### src/rtl/lp_q_channel_buffer.sv
`default_nettype none
// ============================================================================
// Module      : lp_q_channel_buffer
// Description : DEPTH x DATA_W show-ahead FIFO at a power-domain boundary,
//               gated by a Q-channel controller. Before it accepts a quiesce
//               request, the controller asks upstream to flush and waits for
//               the FIFO to drain. It denies the request if the drain does not
//               finish within FLUSH_TIMEOUT cycles.
// Options     : define LPC_OCC_COUNT_EN to add the occupancy_o and
//               overflow_o observation ports.
// Revision    : 1.0 - initial release
// ============================================================================
module lp_q_channel_buffer #(
    parameter int DATA_W        = 8,
    parameter int DEPTH         = 6,
    parameter int FLUSH_TIMEOUT = 16
) (
    input  logic              clk,
    input  logic              reset,
    input  logic              if_wakeup_i,
    input  logic              wr_valid_i,
    output logic              wr_ready_o,
    input  logic [DATA_W-1:0] wr_payload_i,
    output logic              wr_flush_o,
    input  logic              wr_done_i,
    output logic              rd_valid_o,
    input  logic              rd_ready_i,
    output logic [DATA_W-1:0] rd_payload_o,
    input  logic              qreqn_i,
    output logic              qacceptn_o,
    output logic              qdeny_o,
    output logic              qactive_o
`ifdef LPC_OCC_COUNT_EN
    ,
    output logic [$clog2(DEPTH+1)-1:0] occupancy_o,
    output logic                       overflow_o
`endif
);

    localparam int PTR_W   = $clog2(DEPTH);
    localparam int OCC_W   = $clog2(DEPTH + 1);
    localparam int TIMER_W = (FLUSH_TIMEOUT > 1) ? $clog2(FLUSH_TIMEOUT) : 1;

    localparam logic [2:0] Q_RUN     = 3'd0;
    localparam logic [2:0] Q_REQUEST = 3'd1;
    localparam logic [2:0] Q_STOPPED = 3'd2;
    localparam logic [2:0] Q_EXIT    = 3'd3;
    localparam logic [2:0] Q_DENIED  = 3'd4;

    logic [2:0]         state;
    logic [DATA_W-1:0]  mem [DEPTH];
    logic [PTR_W-1:0]   wr_ptr;
    logic [PTR_W-1:0]   rd_ptr;
    logic [OCC_W-1:0]   occ;
    logic [TIMER_W-1:0] timer;
    logic               qacceptn_q;
    logic               qdeny_q;
    logic               flush_q;
    logic               qactive_q;

    logic full;
    logic empty;
    logic push;
    logic pop;
    logic timeout_hit;
    logic push_open;
    logic pop_open;

    assign full  = (occ == OCC_W'(DEPTH));
    assign empty = (occ == '0);

    // Writes are open while the channel is running, negotiating, or denied.
    // Reads are also open in those states. They close only while the domain
    // is stopped or exiting.
    assign push_open = (state == Q_RUN) || (state == Q_REQUEST) || (state == Q_DENIED);
    assign pop_open  = (state != Q_STOPPED) && (state != Q_EXIT);

    assign wr_ready_o   = ~full & push_open;
    assign rd_valid_o   = ~empty & pop_open;
    assign rd_payload_o = mem[rd_ptr];
    assign push         = wr_valid_i & wr_ready_o;
    assign pop          = rd_ready_i & rd_valid_o;

    assign timeout_hit = (FLUSH_TIMEOUT != 0) && (timer == TIMER_W'(FLUSH_TIMEOUT - 1));

    assign qacceptn_o = qacceptn_q;
    assign qdeny_o    = qdeny_q;
    assign wr_flush_o = flush_q;
    assign qactive_o  = if_wakeup_i | qactive_q;

    // Storage is not reset. Entries are only observable once they are written.
    always_ff @(posedge clk) begin
        if (push) begin
            mem[wr_ptr] <= wr_payload_i;
        end
    end

    // Pointers and occupancy. A push and a pop in the same cycle leave the
    // occupancy unchanged.
    always_ff @(posedge clk) begin
        if (reset) begin
            wr_ptr <= '0;
            rd_ptr <= '0;
            occ    <= '0;
        end else begin
            if (push) begin
                wr_ptr <= (wr_ptr == PTR_W'(DEPTH - 1)) ? '0 : wr_ptr + 1'b1;
            end
            if (pop) begin
                rd_ptr <= (rd_ptr == PTR_W'(DEPTH - 1)) ? '0 : rd_ptr + 1'b1;
            end
            if (push && !pop) begin
                occ <= occ + 1'b1;
            end else if (pop && !push) begin
                occ <= occ - 1'b1;
            end
        end
    end

    // Q-channel handshake. Accept takes priority over timeout, and the flush
    // request drops whenever the request phase ends.
    always_ff @(posedge clk) begin
        if (reset) begin
            state      <= Q_RUN;
            qacceptn_q <= 1'b1;
            qdeny_q    <= 1'b0;
            flush_q    <= 1'b0;
            timer      <= '0;
        end else begin
            case (state)
                Q_RUN: begin
                    if (!qreqn_i) begin
                        state   <= Q_REQUEST;
                        flush_q <= 1'b1;
                        timer   <= '0;
                    end
                end
                Q_REQUEST: begin
                    timer <= timer + 1'b1;
                    if (qreqn_i) begin
                        state   <= Q_RUN;
                        flush_q <= 1'b0;
                    end else if (wr_done_i && empty) begin
                        state      <= Q_STOPPED;
                        qacceptn_q <= 1'b0;
                        flush_q    <= 1'b0;
                    end else if (timeout_hit) begin
                        state   <= Q_DENIED;
                        qdeny_q <= 1'b1;
                        flush_q <= 1'b0;
                    end
                end
                Q_STOPPED: begin
                    if (qreqn_i) begin
                        state      <= Q_EXIT;
                        qacceptn_q <= 1'b1;
                    end
                end
                Q_EXIT: begin
                    state <= Q_RUN;
                end
                Q_DENIED: begin
                    if (qreqn_i) begin
                        state   <= Q_RUN;
                        qdeny_q <= 1'b0;
                    end
                end
                default: begin
                    state      <= Q_RUN;
                    qacceptn_q <= 1'b1;
                    qdeny_q    <= 1'b0;
                    flush_q    <= 1'b0;
                end
            endcase
        end
    end

    // Activity hint: buffered data or pending traffic at either side.
    always_ff @(posedge clk) begin
        if (reset) begin
            qactive_q <= 1'b0;
        end else begin
            qactive_q <= ~empty | wr_valid_i | rd_ready_i;
        end
    end

`ifdef LPC_OCC_COUNT_EN
    logic overflow_q;

    assign occupancy_o = occ;
    assign overflow_o  = overflow_q;

    // Flags a write attempt that arrived while the FIFO was full in normal run.
    always_ff @(posedge clk) begin
        if (reset) begin
            overflow_q <= 1'b0;
        end else begin
            overflow_q <= wr_valid_i & full & (state == Q_RUN);
        end
    end
`endif

endmodule
`default_nettype wire
### config.mk
export PLATFORM = sky130hd
export DESIGN_NAME = lp_q_channel_buffer
export DESIGN_NICKNAME = d
export VERILOG_FILES = /design/src/rtl/lp_q_channel_buffer.sv
export SDC_FILE = /design/constraint.sdc
export NUM_CORES = 1
export LEC_CHECK = 0
export ABC_AREA = 1
export CORE_MARGIN = 3
export CORE_UTILIZATION = 50
export DETAILED_ROUTE_END_ITERATION = 10
export GPL_TIMING_DRIVEN = 1
export MAX_ROUTING_LAYER = met4
export PLACE_DENSITY = 0.7
export SETUP_SLACK_MARGIN = 0.05
export SYNTH_ARGS = -nofsm -noshare
export SYNTH_HDL_FRONTEND = slang
export SYNTH_SLANG_ARGS = --single-unit
### constraint.sdc
create_clock -name clk -period 2.3 [get_ports clk]
set_input_delay 0.46 -clock clk [delete_from_list [all_inputs] [get_ports clk]]
set_output_delay 0.46 -clock clk [all_outputs]
set_load 0.01 [all_outputs]
==> results of run 1 <==
==> routing by layer <==
layer,GRT usage [%],up-vias
li1,-,1133
met1,21.0,1011
met2,28.1,67
met3,3.16,9
met4,9.65,0
met5,-,-
==> kinds of logic (layout without fill, tap and decap cells) <==
family                     count (synthesis)  after routing
xor gates and xnor gates                   2              2
AOI/OAI and AO/OA                         52             52
and+or+nand+nor                          141            141
DFF                                       71             71
buffers and inverters                     38             86
adders and majority gates                  3              3
==> worst min-delay path, cell delays in order (launching register included) <==
cell and delay (ns):
dfxtp_1 0.33, nand2_1 0.05, nand3_1 0.05
==> power by group <==
part,switching [uW],internal (uW)
Sequential,103,1480
Combinational,585,459
Clock,430,607
Total,1120,2550
==> stage by stage <==
stage | worst slack (ns) | cells | total power (uW)
after global placement | 0.0621 | 411 | 2640
after detailed placement | 0.00746 | 411 | 2660
after CTS | 0.0402 | 427 | 3680
after global routing | 0.0371 | 427 | 3900
after floorplan | 0.303 | 307 | 2240
final | 0.125 | 427 | 3670
==> repair_timing <==
action	CTS	global route
pin swaps	0	1
resized for setup	12	7
endpoints found under the setup margin	8	4
==> cell type report <==
cell class | count | share of cell area (%)
Tap cell | 72 | 2.43
Multi-Input combinational cell | 198 | 26.6
Sequential cell | 71 | 51.4
Inverter | 27 | 2.73
Clock inverter | 6 | 2.29
Timing Repair Buffer | 43 | 11.1
Clock buffer | 10 | 3.44
==> final timing paths <==
path,startpoint,end,slack [ns],depth (start not counted)
min reg2reg,qacceptn_o,qacceptn_o,0.47,2
max,state[2],wr_ready_o,0.13,6
max reg2reg,state[2],occ[2],0.30,12
min,qacceptn_o,qacceptn_o,0.47,2
==> state kept, by name, summed over array words and instances, names as in the netlist, named ones only <==
name        count
qacceptn_o      1
mem            48
timer           4
occ             3
qactive_q       1
state           3
wr_flush_o      1
rd_ptr          3
wr_ptr          3
qdeny_o         1
==> cells in the final DEF (no fill, tap or decap), types with 2 or more instances in the layout <==
cell type | synthesis | layout
a21oi_1 | 22 | 22
buf_12 | 0 | 2
buf_4 | 0 | 13
bufinv_16 | 0 | 2
clkbuf_8 | 0 | 9
clkdlybuf4s50_1 | 0 | 20
dfxtp_1 | 23 | 20
dfxtp_2 | 0 | 3
dlygate4sd2_1 | 0 | 7
edfxtp_1 | 48 | 48
ha_1 | 2 | 2
inv_1 | 24 | 23
inv_2 | 3 | 4
nand2_1 | 72 | 72
nand2_2 | 4 | 4
nand3_1 | 27 | 27
nor2_1 | 26 | 25
nor2_2 | 1 | 2
nor3_2 | 4 | 3
o21a_1 | 2 | 2
o21ai_0 | 19 | 17
o21ai_1 | 0 | 2
o22ai_1 | 8 | 8
xor2_1 | 2 | 2
==> impl_metrics.ini, run 1 <==
[outcome]
outcome = complete, no violations

[min_path]
min_path_type = flip-flop to flip-flop

[sta]
fmax_mhz = 460
drv_slew = 0
final_hold_viol_count = 0
slew_headroom_pct = 73.0
rsz0062_at_grt = true
fin_crit_sh_pct = 94.6
min_period_ns = 2.17
fin_setup_tns_ns = 0
hold_ws_ns = 0.468
setup_viol = 0
tightest_slew_ns = 0.405
skew_ns = 0.00845

[power]
p_leak_uw = 0.00145
peakVddDrop_v = 0.000515
powerDensity_nw_per_um2 = 989

[synth]
synth_top_area_share_pct = 47.6
syn_nets = 325
synthXorXnorAreaFrac_pct = 0.578
synth_fa_ha_area_share_pct = 1.49
syn_area_sq_um = 3030
async_flop_share_pct = 0
synth_commonest_cells = nand2_1, edfxtp_1, nand3_1, nor2_1, inv_1
yosysWarnings = 0
synth_top_family_by_area = simple AND/OR/NAND/NOR gates
synth_compound_gate_area_share_pct = 9.17
synthMuxAreaShare_pct = 0
synth_cell_types = 28
ys_ff_latch = 71
syn_inst = 307
ys.flop_type = edfxtp_1
synth_top_area_cell = edfxtp_1
yosysMostFrequentCell = nand2_1
ys_seq_area_share_pct = 62.8
synth_area_leaders = edfxtp_1, dfxtp_1, nand2_1, nand3_1, a21oi_1
postSynthAreaPerCell_sq_um = 9.87
synth_edf_count = 48
synth_simple_gate_area_share_pct = 21.0

[floorplan]
rows = 27
coreArea_sq_um = 5680
die_w_microns = 83.9
io_pins = 29
dieHeight_microns = 83.9
start_util_pct = 53.4
dieArea_sq_um = 7030

[critical_path]
path_class = flip-flop to output port
cp_data_arrival_time_ns = 1.71
cp.required_ns = 1.84
crit_chain = inv_2, nand3_2, nand2_2, nand2_1, inv_1, clkdlybuf4s50_1
cp-end-kind = output port
cp.buffers_inverters = 3
cp_max_fo = 6
slowest_stage = clkdlybuf4s50_1
crit_path_start_kind = flip-flop
cp_slowest_stage_delay_ns = 0.52
cp_top_family = buffers and inverters

[global_routing]
antenna_found_initial = 0
grt_pass1_wl_mm = 9.40
grt_pass1_vias = 2142
grt.total_usage_pct = 17.6
grt_max_degree = 25
overflow = 0

[cts]
clk_pin_slew_ns = 0.08
insertion_delay_ns = 0.33
cts_tree = done
cts_made_buffers = 9
cts-root-buf = clkbuf_8
htreeDepth = 3
ctsLongestPathBuffers = 2
hold_buffers = 0
cts_setup_buffers = 0
cts_sinks = 71

[layout]
antenna_cells = 0
multiInputGateArea_sq_um = 986
finish.utilization_pct = 65.3
final_nets = 368
nFillCells = 471
fin_area_sq_um = 3710
area_growth_pct = 22.3
drive_gt1_share_pct = 14.1
regArea_sq_um = 1910

[drt]
drtPass1Iterations = 5
vias_per_cell = 5.20
drt_iter0_markers = 133
dr_wl_met3_microns = 319
highest_layer = met4
wl_met2_mm = 2.80
drc_errors = 0
num_vias = 2220
routed_wl_mm = 5.66
wl_met1_mm = 2.47
postRouteAntennaNets = 0
avgRoutedWirePerCell_microns = 13.3

[placed_design]
io_buffers = 28
dpl.hpwl_mm = 3.75
place.gp.congestion = 0.909
place_area_sq_um = 3480

[flow_run]
max_cap_viol_count = 0
(Power assumes the default switching activity.)
==> run 2, diff against run 1 <==
--- a/config.mk
+++ b/config.mk
@@ -8,6 +8,7 @@
 export ABC_AREA = 1
 export CORE_MARGIN = 3
 export CORE_UTILIZATION = 50
+export CTS_CLUSTER_DIAMETER = 40
 export DETAILED_ROUTE_END_ITERATION = 10
 export GPL_TIMING_DRIVEN = 1
 export MAX_ROUTING_LAYER = met4
==> results of run 2 <==
Same layout as run 1: the final DEF is identical, and so are final timing and power.
==> run 3, diff against run 2 <==
--- a/config.mk
+++ b/config.mk
@@ -14,6 +14,7 @@
 export MAX_ROUTING_LAYER = met4
 export PLACE_DENSITY = 0.7
 export SETUP_SLACK_MARGIN = 0.05
+export SKIP_CTS_REPAIR_TIMING = 1
 export SYNTH_ARGS = -nofsm -noshare
 export SYNTH_HDL_FRONTEND = slang
 export SYNTH_SLANG_ARGS = --single-unit
==> impl_metrics.ini, run 3 (same netlist as run 1, synthesis figures left out) <==
[sta]
min_period_ns = 2.18
hold_ws_ns = 0.468
drv_slew = 0
fin_crit_sh_pct = 94.6
final_hold_viol_count = 0
tightest_slew_ns = 0.403
fin_setup_tns_ns = 0
setup_viol = 0
fmax_mhz = 459
rsz0062_at_grt = false
skew_ns = 0.00858
slew_headroom_pct = 73.1

[placed_design]
place_inst = 411
dpl.hpwl_mm = 3.75
place.gp.congestion = 0.909
io_buffers = 28

[critical_path]
cp.buffers_inverters = 3
cp_data_arrival_time_ns = 1.72
cp_slowest_stage_delay_ns = 0.52
crit_chain = inv_2, nand3_2, nand2_2, nand2_1, inv_1, clkdlybuf4s50_1
cp.required_ns = 1.84
cp_top_family = buffers and inverters
crit_path_start_kind = flip-flop
cp_max_fo = 6
slowest_stage = clkdlybuf4s50_1
cp-end-kind = output port
path_class = flip-flop to output port

[power]
p_int_uw = 2580
peakVddDrop_v = 0.000534
p_sw_uw = 1130
clockPowerShare_pct = 28.0
comb_power_share_pct = 29.1
powerDensity_nw_per_um2 = 991
p_leak_uw = 0.00151
swShare_pct = 30.4
seq_power_share_pct = 42.8

[drt]
drtPass1Iterations = 4
postRouteAntennaNets = 0
drc_errors = 0
drt_iter0_markers = 124
avgRoutedWirePerCell_microns = 13.3
num_vias = 2222
vias_per_cell = 5.20
routed_wl_mm = 5.67

[layout]
finish.utilization_pct = 65.9
final_nets = 368
area_growth_pct = 23.3
antenna_cells = 0
largest_register_ffs = 48
fin_cells = 427
reg_top3 = mem: 48 flops, timer: 4 flops
nFillCells = 464
drive_gt1_share_pct = 14.4
layout_common_cells = nand2_1, edfxtp_1, nand3_1
layout_commonest_cell = nand2_1
regMostFlops = mem

[min_path]
min_path_type = flip-flop to flip-flop

[cts]
clk_pin_slew_ns = 0.08
insertion_delay_ns = 0.33
cts_tree = done
cts_made_buffers = 9
htreeDepth = 3
ctsLongestPathBuffers = 2
cts-root-buf = clkbuf_8
cts_sinks = 71

[floorplan]
rows = 27
die_w_microns = 83.9
start_util_pct = 53.4
dieArea_sq_um = 7030
io_pins = 29
coreArea_sq_um = 5680
dieHeight_microns = 83.9

[global_routing]
antenna_found_initial = 0
grt.total_usage_pct = 17.6
grt_max_degree = 25
grt_pass1_vias = 2144
overflow = 0
grt_pass1_wl_mm = 9.41

[outcome]
outcome = complete, no violations

[flow_run]
max_cap_viol_count = 0
[run 3: changes by cell type in the layout (fill, tap and decap cells not counted), sizes merged]
cell / change
dlygate4sd2: -7
dlymetal6s2s: +7
[run 3: power groups by stage]
stage               logic [uW]  registers (uW)  clock network, uW
finish                    1080            1590               1040
global route              1210            1600               1110
CTS                       1070            1570               1070
detailed placement        1060            1600                  0
global placement          1040            1590                  0
floorplan                  661            1580                  0
[run 3: through the flow]
stage | cell area [sq um] | total power [uW] | setup WS, ns
2_1_floorplan | 3030 | 2240 | 0.303
3_3_place_gp | 3480 | 2640 | 0.0621
3_5_place_dp | 3480 | 2660 | 0.00746
4_1_cts | 3690 | 3710 | -0.165
5_1_grt | 3740 | 3930 | 0.0371
6_report | 3740 | 3710 | 0.124
[run 3: area by class of cell]
cell class | instances | area, sq um | area share (%)
flip-flops and latches | 71 | 1910 | 51.0
multi-input cells | 198 | 990 | 26.5
repair buffers | 43 | 438 | 11.7
clock buffers | 10 | 128 | 3.41
inverters | 27 | 101 | 2.71
well taps | 72 | 90.1 | 2.41
clock inverters | 6 | 85.1 | 2.28
[run 3: tightest hold or removal path, delay by kind of cell (launching register included)]
kind,cells,cell delay (ns)
AND/OR/NAND/NOR,2,0.10
flip-flops,1,0.33
[run 3: worst paths after layout]
check / start / to / slack [ns] / cells after the start
setup reg to reg: state[2] / occ[2] / 0.30 / 12
hold / removal: qacceptn_o / qacceptn_o / 0.47 / 2
hold reg to reg: qacceptn_o / qacceptn_o / 0.47 / 2
setup / recovery: state[2] / wr_ready_o / 0.12 / 6
[run 3: routing by layer]
layer | routed length [microns] | share of wire (%) | global-route usage (%) | vias to the layer above
met5 | 0 | 0 | - | -
met3 | 286 | 5.0 | 3.16 | 8
met2 | 2780 | 49 | 28.1 | 61
met4 | 72 | 1.3 | 9.65 | 0
li1 | - | - | - | 1136
met1 | 2530 | 45 | 21.1 | 1017
